$ cat src/rtl/axi_lite_pkg.sv
// Shared response type and address helpers for the parametrised AXI-Lite register file.
package axi_lite_pkg;

  typedef enum logic [1:0] {
    OKAY   = 2'b00,
    SLVERR = 2'b10
  } resp_t;

  function automatic int addr_lsb(input int data_width);
    return $clog2(data_width / 8);
  endfunction

  function automatic int idx_width(input int num_regs);
    return $clog2(num_regs);
  endfunction

  // The full address takes part in the compare, so aliases above the decoded window are rejected.
  function automatic logic addr_in_range(input logic [63:0] addr, input int num_regs,
                                         input int data_width);
    return addr < (64'(num_regs) * 64'(data_width / 8));
  endfunction

endpackage

$ cat src/rtl/axi_lite_if.sv
// AXI-Lite bus bundle (AW/W/B/AR/R) with slave and master views.
interface AXI_LITE #(
  parameter int ADDR_WIDTH = 8,
  parameter int DATA_WIDTH = 32
);
  logic [ADDR_WIDTH-1:0]   aw_addr;
  logic                    aw_valid;
  logic                    aw_ready;
  logic [DATA_WIDTH-1:0]   w_data;
  logic [DATA_WIDTH/8-1:0] w_strb;
  logic                    w_valid;
  logic                    w_ready;
  logic [1:0]              b_resp;
  logic                    b_valid;
  logic                    b_ready;
  logic [ADDR_WIDTH-1:0]   ar_addr;
  logic                    ar_valid;
  logic                    ar_ready;
  logic [DATA_WIDTH-1:0]   r_data;
  logic [1:0]              r_resp;
  logic                    r_valid;
  logic                    r_ready;

  modport Slave (
    input  aw_addr, aw_valid, w_data, w_strb, w_valid, b_ready, ar_addr, ar_valid, r_ready,
    output aw_ready, w_ready, b_resp, b_valid, ar_ready, r_data, r_resp, r_valid
  );

  modport Master (
    output aw_addr, aw_valid, w_data, w_strb, w_valid, b_ready, ar_addr, ar_valid, r_ready,
    input  aw_ready, w_ready, b_resp, b_valid, ar_ready, r_data, r_resp, r_valid
  );
endinterface

$ cat src/rtl/axi_lite_hold_reg.sv
// One-entry valid/ready holding register: parks a handshaken payload until the consumer takes it.
module axi_lite_hold_reg #(
  parameter int WIDTH = 8
) (
  input  logic             clk_i,
  input  logic             rst_i,
  input  logic             valid_i,
  output logic             ready_o,
  input  logic [WIDTH-1:0] data_i,
  input  logic             consume_i,
  output logic             avail_o,
  output logic [WIDTH-1:0] data_o
);

  logic             held_q, held_d;
  logic [WIDTH-1:0] data_q, data_d;

  assign ready_o = !held_q && !rst_i;
  assign avail_o = held_q || (valid_i && ready_o);
  assign data_o  = held_q ? data_q : data_i;

  // A same-cycle handshake and consume passes straight through without being parked.
  always_comb begin
    held_d = held_q;
    data_d = data_q;
    if (consume_i) begin
      held_d = 1'b0;
    end else if (valid_i && ready_o) begin
      held_d = 1'b1;
      data_d = data_i;
    end
  end

  always_ff @(posedge clk_i) begin
    if (rst_i) begin
      held_q <= 1'b0;
      data_q <= '0;
    end else begin
      held_q <= held_d;
      data_q <= data_d;
    end
  end

endmodule

$ cat src/rtl/axi_lite_regfile.sv
// AXI-Lite slave register file with byte strobes, read-only status slots and per-register access pulses.
module axi_lite_regfile
  import axi_lite_pkg::*;
#(
  parameter int                  DATA_WIDTH = 32,
  parameter int                  ADDR_WIDTH = 8,
  parameter int                  NUM_REGS   = 8,
  parameter logic [NUM_REGS-1:0] RO_MASK    = '0
) (
  input  logic                           clk_i,
  input  logic                           rst_i,
  AXI_LITE.Slave                         axi_l,
  output logic [NUM_REGS*DATA_WIDTH-1:0] regs_o,
  input  logic [NUM_REGS*DATA_WIDTH-1:0] hw_data_i,
  output logic [NUM_REGS-1:0]            wr_pulse_o,
  output logic [NUM_REGS-1:0]            rd_pulse_o
);

  localparam int ADDRLSB = addr_lsb(DATA_WIDTH);
  localparam int IW      = idx_width(NUM_REGS);
  localparam int NB      = DATA_WIDTH / 8;

  logic                     aw_ready, w_ready, ar_ready;
  logic                     aw_avail, w_avail, commit, ar_hs;
  logic [ADDR_WIDTH-1:0]    waddr;
  logic [NB+DATA_WIDTH-1:0] w_payload_in, w_payload;
  logic [DATA_WIDTH-1:0]    wdata;
  logic [NB-1:0]            wstrb;
  logic [IW-1:0]            widx, ridx;
  logic                     w_ok, r_in_range;

  logic [DATA_WIDTH-1:0] regs_q [NUM_REGS];
  logic [DATA_WIDTH-1:0] regs_d [NUM_REGS];
  logic [DATA_WIDTH-1:0] hw_arr [NUM_REGS];

  logic                  b_valid_q, b_valid_d;
  resp_t                 b_resp_q, b_resp_d;
  logic                  r_valid_q, r_valid_d;
  resp_t                 r_resp_q, r_resp_d;
  logic [DATA_WIDTH-1:0] r_data_q, r_data_d;
  logic [NUM_REGS-1:0]   wr_pulse_q, wr_pulse_d, rd_pulse_q, rd_pulse_d;

  assign commit       = aw_avail && w_avail && (!b_valid_q || axi_l.b_ready);
  assign w_payload_in = {axi_l.w_strb, axi_l.w_data};
  assign {wstrb, wdata} = w_payload;

  axi_lite_hold_reg #(.WIDTH(ADDR_WIDTH)) u_aw_hold (
    .clk_i     (clk_i),
    .rst_i     (rst_i),
    .valid_i   (axi_l.aw_valid),
    .ready_o   (aw_ready),
    .data_i    (axi_l.aw_addr),
    .consume_i (commit),
    .avail_o   (aw_avail),
    .data_o    (waddr)
  );

  axi_lite_hold_reg #(.WIDTH(NB + DATA_WIDTH)) u_w_hold (
    .clk_i     (clk_i),
    .rst_i     (rst_i),
    .valid_i   (axi_l.w_valid),
    .ready_o   (w_ready),
    .data_i    (w_payload_in),
    .consume_i (commit),
    .avail_o   (w_avail),
    .data_o    (w_payload)
  );

  assign widx       = waddr[ADDRLSB +: IW];
  assign w_ok       = addr_in_range(64'(waddr), NUM_REGS, DATA_WIDTH) && !RO_MASK[widx];
  assign ridx       = axi_l.ar_addr[ADDRLSB +: IW];
  assign r_in_range = addr_in_range(64'(axi_l.ar_addr), NUM_REGS, DATA_WIDTH);
  assign ar_ready   = (!r_valid_q || axi_l.r_ready) && !rst_i;
  assign ar_hs      = axi_l.ar_valid && ar_ready;

  for (genvar i = 0; i < NUM_REGS; i++) begin : g_slots
    assign hw_arr[i]                           = hw_data_i[i*DATA_WIDTH +: DATA_WIDTH];
    assign regs_o[i*DATA_WIDTH +: DATA_WIDTH] = RO_MASK[i] ? '0 : regs_q[i];
  end

  // Rejected writes still complete on B, just with SLVERR and no side effects.
  always_comb begin
    regs_d     = regs_q;
    b_valid_d  = b_valid_q;
    b_resp_d   = b_resp_q;
    wr_pulse_d = '0;
    if (commit) begin
      b_valid_d = 1'b1;
      b_resp_d  = w_ok ? OKAY : SLVERR;
      if (w_ok) begin
        wr_pulse_d[widx] = 1'b1;
        for (int k = 0; k < NB; k++) begin
          if (wstrb[k]) regs_d[widx][8*k +: 8] = wdata[8*k +: 8];
        end
      end
    end else if (axi_l.b_ready) begin
      b_valid_d = 1'b0;
    end
  end

  // Reads sample regs_q, so a same-cycle write to the slot is not yet visible.
  always_comb begin
    r_valid_d  = r_valid_q;
    r_data_d   = r_data_q;
    r_resp_d   = r_resp_q;
    rd_pulse_d = '0;
    if (ar_hs) begin
      r_valid_d = 1'b1;
      if (r_in_range) begin
        r_resp_d         = OKAY;
        r_data_d         = RO_MASK[ridx] ? hw_arr[ridx] : regs_q[ridx];
        rd_pulse_d[ridx] = 1'b1;
      end else begin
        r_resp_d = SLVERR;
        r_data_d = '0;
      end
    end else if (axi_l.r_ready) begin
      r_valid_d = 1'b0;
    end
  end

  always_ff @(posedge clk_i) begin
    if (rst_i) begin
      for (int i = 0; i < NUM_REGS; i++) regs_q[i] <= '0;
      b_valid_q  <= 1'b0;
      b_resp_q   <= OKAY;
      r_valid_q  <= 1'b0;
      r_resp_q   <= OKAY;
      r_data_q   <= '0;
      wr_pulse_q <= '0;
      rd_pulse_q <= '0;
    end else begin
      regs_q     <= regs_d;
      b_valid_q  <= b_valid_d;
      b_resp_q   <= b_resp_d;
      r_valid_q  <= r_valid_d;
      r_resp_q   <= r_resp_d;
      r_data_q   <= r_data_d;
      wr_pulse_q <= wr_pulse_d;
      rd_pulse_q <= rd_pulse_d;
    end
  end

  assign axi_l.aw_ready = aw_ready;
  assign axi_l.w_ready  = w_ready;
  assign axi_l.ar_ready = ar_ready;
  assign axi_l.b_valid  = b_valid_q;
  assign axi_l.b_resp   = b_resp_q;
  assign axi_l.r_valid  = r_valid_q;
  assign axi_l.r_resp   = r_resp_q;
  assign axi_l.r_data   = r_data_q;
  assign wr_pulse_o     = wr_pulse_q;
  assign rd_pulse_o     = rd_pulse_q;

endmodule

$ cat src/flat_wrapper.sv
// flat-port wrapper written by rule: the top's interface ports become plain ports
module axi_lite_regfile_flat import axi_lite_pkg::*;
#(
  parameter int                  DATA_WIDTH = 32,
  parameter int                  ADDR_WIDTH = 8,
  parameter int                  NUM_REGS   = 8,
  parameter logic [NUM_REGS-1:0] RO_MASK    = '0
)
  (clk_i, rst_i, regs_o, hw_data_i, wr_pulse_o, rd_pulse_o, axi_l_aw_addr, axi_l_aw_valid, axi_l_w_data, axi_l_w_strb, axi_l_w_valid, axi_l_b_ready, axi_l_ar_addr, axi_l_ar_valid, axi_l_r_ready, axi_l_aw_ready, axi_l_w_ready, axi_l_b_resp, axi_l_b_valid, axi_l_ar_ready, axi_l_r_data, axi_l_r_resp, axi_l_r_valid);
  AXI_LITE #(.ADDR_WIDTH(ADDR_WIDTH), .DATA_WIDTH(DATA_WIDTH)) axi_l_i ();
  input  logic clk_i;
  input  logic rst_i;
  output logic [NUM_REGS*DATA_WIDTH-1:0] regs_o;
  input  logic [NUM_REGS*DATA_WIDTH-1:0] hw_data_i;
  output logic [NUM_REGS-1:0] wr_pulse_o;
  output logic [NUM_REGS-1:0] rd_pulse_o;
  input wire logic [$bits(axi_l_i.aw_addr)-1:0] axi_l_aw_addr;
  input wire logic [$bits(axi_l_i.aw_valid)-1:0] axi_l_aw_valid;
  input wire logic [$bits(axi_l_i.w_data)-1:0] axi_l_w_data;
  input wire logic [$bits(axi_l_i.w_strb)-1:0] axi_l_w_strb;
  input wire logic [$bits(axi_l_i.w_valid)-1:0] axi_l_w_valid;
  input wire logic [$bits(axi_l_i.b_ready)-1:0] axi_l_b_ready;
  input wire logic [$bits(axi_l_i.ar_addr)-1:0] axi_l_ar_addr;
  input wire logic [$bits(axi_l_i.ar_valid)-1:0] axi_l_ar_valid;
  input wire logic [$bits(axi_l_i.r_ready)-1:0] axi_l_r_ready;
  output wire logic [$bits(axi_l_i.aw_ready)-1:0] axi_l_aw_ready;
  output wire logic [$bits(axi_l_i.w_ready)-1:0] axi_l_w_ready;
  output wire logic [$bits(axi_l_i.b_resp)-1:0] axi_l_b_resp;
  output wire logic [$bits(axi_l_i.b_valid)-1:0] axi_l_b_valid;
  output wire logic [$bits(axi_l_i.ar_ready)-1:0] axi_l_ar_ready;
  output wire logic [$bits(axi_l_i.r_data)-1:0] axi_l_r_data;
  output wire logic [$bits(axi_l_i.r_resp)-1:0] axi_l_r_resp;
  output wire logic [$bits(axi_l_i.r_valid)-1:0] axi_l_r_valid;
  assign axi_l_i.aw_addr = axi_l_aw_addr;
  assign axi_l_i.aw_valid = axi_l_aw_valid;
  assign axi_l_i.w_data = axi_l_w_data;
  assign axi_l_i.w_strb = axi_l_w_strb;
  assign axi_l_i.w_valid = axi_l_w_valid;
  assign axi_l_i.b_ready = axi_l_b_ready;
  assign axi_l_i.ar_addr = axi_l_ar_addr;
  assign axi_l_i.ar_valid = axi_l_ar_valid;
  assign axi_l_i.r_ready = axi_l_r_ready;
  assign axi_l_aw_ready = axi_l_i.aw_ready;
  assign axi_l_w_ready = axi_l_i.w_ready;
  assign axi_l_b_resp = axi_l_i.b_resp;
  assign axi_l_b_valid = axi_l_i.b_valid;
  assign axi_l_ar_ready = axi_l_i.ar_ready;
  assign axi_l_r_data = axi_l_i.r_data;
  assign axi_l_r_resp = axi_l_i.r_resp;
  assign axi_l_r_valid = axi_l_i.r_valid;
  axi_lite_regfile #(.DATA_WIDTH(DATA_WIDTH), .ADDR_WIDTH(ADDR_WIDTH), .NUM_REGS(NUM_REGS), .RO_MASK(RO_MASK)) u_core (.clk_i(clk_i), .rst_i(rst_i), .axi_l(axi_l_i), .regs_o(regs_o), .hw_data_i(hw_data_i), .wr_pulse_o(wr_pulse_o), .rd_pulse_o(rd_pulse_o));
endmodule
$ cat config.mk
export PLATFORM = sky130hd
export DESIGN_NAME = axi_lite_regfile_flat
export DESIGN_NICKNAME = d
export VERILOG_FILES = /design/src/rtl/axi_lite_pkg.sv /design/src/rtl/axi_lite_if.sv /design/src/rtl/axi_lite_hold_reg.sv /design/src/rtl/axi_lite_regfile.sv /design/src/flat_wrapper.sv
export SDC_FILE = /design/constraint.sdc
export NUM_CORES = 1
export LEC_CHECK = 0
export CAP_MARGIN = 20
export CORE_AREA = 3 3 242 244
export DETAILED_ROUTE_END_ITERATION = 8
export DIE_AREA = 0 0 245 247
export PLACE_DENSITY_LB_ADDON = 0.12
export RECOVER_POWER = 25
export SYNTH_ARGS = -nofsm -noshare
export SYNTH_HDL_FRONTEND = slang
export SYNTH_SLANG_ARGS = --single-unit
$ cat constraint.sdc
create_clock -name clk_i -period 5.6 [get_ports clk_i]
set_input_delay 0.84 -clock clk_i [delete_from_list [all_inputs] [get_ports clk_i]]
set_output_delay 0.84 -clock clk_i [all_outputs]
set_load 0.01 [all_outputs]
==> flow_summary.html <==
<table>
<tr><th>Metric</th><th>Value</th></tr>
<tr><th colspan="2">Placed design</th></tr>
<tr><td>Gp weighted congestion</td><td>0.7695</td></tr>
<tr><td>Final HPWL from detailed placement</td><td>46030 µm</td></tr>
<tr><td>Number of placed instances with taps included</td><td>2538</td></tr>
<tr><td>Port Buffers</td><td>365</td></tr>
<tr><td>Placed Area</td><td>0.01996 mm²</td></tr>
<tr><th colspan="2">Clock tree</th></tr>
<tr><td>Clock latency on the worst-skew pair</td><td>570 ps</td></tr>
<tr><td>TritonCTS clock tree</td><td>yes</td></tr>
<tr><td>Number of buffers inserted during clock tree synthesis</td><td>43</td></tr>
<tr><td>CTS hold repair buffers</td><td>0</td></tr>
<tr><td>Library cell used as clock root buffer</td><td>clkbuf_16</td></tr>
<tr><td>Clock-pin slew reported for the worst setup and hold paths after clock tree synthesis</td><td>60 ps</td></tr>
<tr><td># resized after CTS</td><td>0</td></tr>
<tr><td>Count of clock tree sinks</td><td>352</td></tr>
<tr><td>Number of buffers inserted to repair setup after CTS</td><td>0</td></tr>
<tr><td>Number of H-tree branching levels</td><td>2</td></tr>
<tr><td>Deepest clock path buffer count</td><td>3</td></tr>
<tr><th colspan="2">STA</th></tr>
<tr><td>Final worst hold slack</td><td>446.6 ps</td></tr>
<tr><td>Setup total negative slack</td><td>0 ps</td></tr>
<tr><td>Number of endpoints with negative hold slack in the final report</td><td>0</td></tr>
<tr><td>Crit path time final</td><td>3650 ps</td></tr>
<tr><td>Final setup skew</td><td>22.19 ps</td></tr>
<tr><td>Timing-limited maximum frequency</td><td>273.9 MHz</td></tr>
<tr><td>RSZ-0062 raised after global routing</td><td>no</td></tr>
<tr><td>Post-route fraction of the period consumed by the critical path</td><td>0.6518</td></tr>
<tr><td># setup viols final</td><td>0</td></tr>
<tr><td>Slew HR</td><td>0.3007</td></tr>
<tr><td>Final Max Slew Viols</td><td>0</td></tr>
<tr><td>Transition time of the tightest slew-check pin</td><td>1049 ps</td></tr>
<tr><th colspan="2">Floorplanning</th></tr>
<tr><td>Overall die height</td><td>247 µm</td></tr>
<tr><td>Chip Width</td><td>245 µm</td></tr>
<tr><td>Row count</td><td>87</td></tr>
<tr><td>Starting Density</td><td>0.2751</td></tr>
<tr><td>Placeable core region</td><td>0.05650 mm²</td></tr>
<tr><td>DIE AREA</td><td>0.06052 mm²</td></tr>
<tr><td>Boundary Pins</td><td>628</td></tr>
<tr><th colspan="2">Power and ir drop</th></tr>
<tr><td>Cell leakage power</td><td>9.659 nW</td></tr>
<tr><td>Gate power share</td><td>0.086</td></tr>
<tr><td>Internal power summed over all cells</td><td>4.454 mW</td></tr>
<tr><td>Maximum VDD drop</td><td>0.1941 mV</td></tr>
<tr><td>Power density relative to cell area</td><td>278.5 mW/mm²</td></tr>
<tr><td>Switching Power</td><td>1.513 mW</td></tr>
<tr><td>Switching share of power</td><td>0.2535</td></tr>
<tr><td>Sequential cell fraction of total power</td><td>0.429</td></tr>
<tr><td>Part of the power in the clock network</td><td>0.486</td></tr>
<tr><th colspan="2">Synthesis</th></tr>
<tr><td>Netlist Area Pre-Place</td><td>0.01554 mm²</td></tr>
<tr><td>Synthesis Warnings</td><td>0</td></tr>
<tr><td>Number of distinct library cells after synthesis</td><td>46</td></tr>
<tr><td>Top_reg_cell synth</td><td>dfxtp_1</td></tr>
<tr><td>Yosys reg bits</td><td>352</td></tr>
<tr><td>Count of flip-flops with a built-in enable after synthesis</td><td>0</td></tr>
<tr><td>Number of instances in the synthesized netlist</td><td>1496</td></tr>
<tr><td>Fraction of synthesis flops using an asynchronous set or reset pin</td><td>0</td></tr>
<tr><td>Sequential share of the synthesized area</td><td>0.4535</td></tr>
<tr><td>Average cell area after synthesis</td><td>10.39 µm²</td></tr>
<tr><th colspan="2">Setup path</th></tr>
<tr><td>Critical path, cell by cell</td><td>dlygate4sd3_1 -&gt; buf_4 -&gt; nor2_1 -&gt; clkdlybuf4s50_1</td></tr>
<tr><td>CP peak stage delay</td><td>1130 ps</td></tr>
<tr><td>Reg2Reg Setup Slack</td><td>2790 ps</td></tr>
<tr><td>Class of the most critical setup path</td><td>in -&gt; out</td></tr>
<tr><td>Worst endpoint data arrival time</td><td>2810 ps</td></tr>
<tr><td>Cell family with the largest share of critical-path delay</td><td>buffers and inverters</td></tr>
<tr><td>Worst reg2reg startpoint</td><td>u_core.u_aw_hold.held_q$_SDFFE_PP0P_</td></tr>
<tr><td>Kind of start point of the critical path</td><td>primary input</td></tr>
<tr><td>Critical Path Sink Type</td><td>output pin</td></tr>
<tr><td>Data required time of the critical path</td><td>4760 ps</td></tr>
<tr><td>Destination of the worst register-to-register timing path</td><td>u_core.axi_l.b_resp[1]$_SDFFE_PP0P_</td></tr>
<tr><td>CP Buf/Inv Count</td><td>3</td></tr>
<tr><td>Cell with the largest stage delay on the worst path</td><td>dlygate4sd3_1</td></tr>
<tr><td>Worst-path fanout max</td><td>14</td></tr>
<tr><td>Worst reg-to-reg path cell count</td><td>5</td></tr>
<tr><td>Logic depth of the worst setup path including buffers</td><td>4</td></tr>
<tr><th colspan="2">Cells and area</th></tr>
<tr><td>Leading cell types in the layout, fill and taps excluded</td><td>nand2_1, dfxtp_1, mux2i_1</td></tr>
<tr><td>Layout net count</td><td>2142</td></tr>
<tr><td>Design Area, Final</td><td>0.02142 mm²</td></tr>
<tr><td>Area grow syn2layout</td><td>37.85%</td></tr>
<tr><td>Number of non-filler instances in the completed layout</td><td>2616</td></tr>
<tr><td>Antenna cell count</td><td>0</td></tr>
<tr><td>Most common cell after layout, fill and taps aside</td><td>nand2_1</td></tr>
<tr><td>Share of cells above drive strength 1</td><td>0.1290</td></tr>
<tr><td>Final core area utilization</td><td>0.3792</td></tr>
<tr><th colspan="2">Global routing</th></tr>
<tr><td>Total gr overflow</td><td>0</td></tr>
<tr><td>Tot GR Track Use</td><td>0.2124</td></tr>
<tr><td>Vias in the first global route</td><td>13230</td></tr>
<tr><td>First-pass GRT wire length</td><td>93890 µm</td></tr>
<tr><td>Number of antenna violations at the first check in global routing</td><td>1</td></tr>
<tr><td>Largest net degree at the start of global routing</td><td>149</td></tr>
<tr><th colspan="2">Detailed routing</th></tr>
<tr><td>Via count</td><td>12920</td></tr>
<tr><td>Routed via count divided by cell count</td><td>4.940</td></tr>
<tr><td>Overall routed net length</td><td>65710 µm</td></tr>
<tr><td>Count of TritonRoute iterations in the first routing pass</td><td>5</td></tr>
<tr><td>First-iteration detailed-routing DRC count</td><td>845</td></tr>
<tr><td>Antenna-violating nets left</td><td>0</td></tr>
<tr><td>DRC violation count after routing</td><td>0</td></tr>
<tr><td>Avg WL per Cell</td><td>25.12 µm</td></tr>
<tr><th colspan="2">Worst hold path</th></tr>
<tr><td>Hold/Removal Path Class</td><td>reg -&gt; reg</td></tr>
<tr><td>Launch point of the worst hold path</td><td>u_core.axi_l.r_data[3]$_SDFFE_PP0P_</td></tr>
<tr><td>End point of the worst hold path</td><td>u_core.axi_l.r_data[3]$_SDFFE_PP0P_</td></tr>
<tr><td>Hold-critical path depth</td><td>2</td></tr>
<tr><th colspan="2">Run status</th></tr>
<tr><td>Run status</td><td>completed</td></tr>
<tr><th colspan="2">Run</th></tr>
<tr><td>Max_cap viols</td><td>0</td></tr>
</table>
==> worst min-delay path, stage by stage (launching register included) <==
cell	delay (ps)
dfxtp_1	320
nand2_1	40
o21ai_0	50
==> worst max path at each step <==
stage	from	to
finish	rst_i	axi_l_ar_ready
CTS	rst_i	axi_l_ar_ready
global placement	rst_i	u_core.axi_l.b_resp[1]$_SDFFE_PP0P_
detailed placement	rst_i	u_core.axi_l.b_resp[1]$_SDFFE_PP0P_
floorplan	axi_l_aw_addr[7]	u_core.regs_o[128]$_SDFFE_PP0P_
global route	rst_i	axi_l_ar_ready
==> final cells by class <==
class	count	area, µm²
timing repair buffer	396	3899
tap	756	945.9
multi-input combinational	1028	8039
inverter	6	30.03
clock inverter	16	190.2
fill	5543	35070
sequential	352	7048
clock buffer	62	1270
==> state kept, by name (all words and copies together), names as in the netlist <==
name / flops
u_core.regs_o: 256
u_core.u_w_hold.data_q: 36
u_core.axi_l.r_resp: 1
u_core.u_aw_hold.data_q: 6
u_core.u_aw_hold.held_q: 1
u_core.axi_l.b_valid: 1
u_core.axi_l.b_resp: 1
u_core.u_w_hold.held_q: 1
u_core.axi_l.r_valid: 1
u_core.rd_pulse_o: 8
u_core.wr_pulse_o: 8
u_core.axi_l.r_data: 32
==> metrics by stage <==
stage                     power, mW  worst slack, ps
after detailed placement      3.136             1693
after floorplan               2.907             3302
after global routing          6.173             1852
final                         5.967             1950
after CTS                     6.045             1919
after global placement        3.129             1748
==> logic make-up after synthesis <==
kind of cell           count (synthesis)  synth area share
AND/OR/NAND/NOR                      471            0.1258
multiplexers                         367            0.2671
buffers and inverters                117           0.03430
flip-flops                           352            0.4535
other                                  1         0.0002413
AO/OA/AOI/OAI                        188            0.1192
==> cells in the mapped netlist (4+ instances only) <==
master / count / area share
mux2i_1: 274 / 0.18
nand2b_1: 4 / 0.0016
a21oi_1: 5 / 0.0016
a22o_1: 13 / 0.0073
a22oi_1: 12 / 0.0058
nor2b_1: 11 / 0.0044
o211ai_4: 32 / 0.044
mux4_2: 32 / 0.046
dfxtp_1: 352 / 0.45
nand2_1: 357 / 0.086
clkbuf_1: 67 / 0.016
buf_6: 4 / 0.0029
buf_2: 23 / 0.0074
a221oi_1: 32 / 0.018
o211ai_1: 43 / 0.021
buf_4: 9 / 0.0043
nor3_1: 11 / 0.0035
mux2_2: 61 / 0.044
o21ai_0: 29 / 0.0093
o22ai_1: 5 / 0.0020
a222oi_1: 4 / 0.0026
nor2_1: 23 / 0.0056
o221ai_1: 6 / 0.0034
buf_1: 7 / 0.0017
nand3_1: 47 / 0.015
==> power by group through the flow <==
| stage | sequential, mW | combinational (mW) | clock (mW) |
|---|---|---|---|
| 6_report | 2.56 | 0.511 | 2.90 |
| 3_3_place_gp | 2.61 | 0.518 | 0 |
| 5_1_grt | 2.56 | 0.549 | 3.06 |
| 3_5_place_dp | 2.61 | 0.524 | 0 |
| 4_1_cts | 2.56 | 0.525 | 2.96 |
| 2_1_floorplan | 2.61 | 0.299 | 0 |
==> layer usage <==
metal / GRT usage / vias up / share of wire
li1: - / 6043 / -
met1: 0.2743 / 6401 / 0.44
met2: 0.3453 / 408 / 0.46
met3: 0.06181 / 70 / 0.078
met4: 0.06096 / 0 / 0.024
met5: 0 / - / 0
Power figures use the tool's default switching activity.
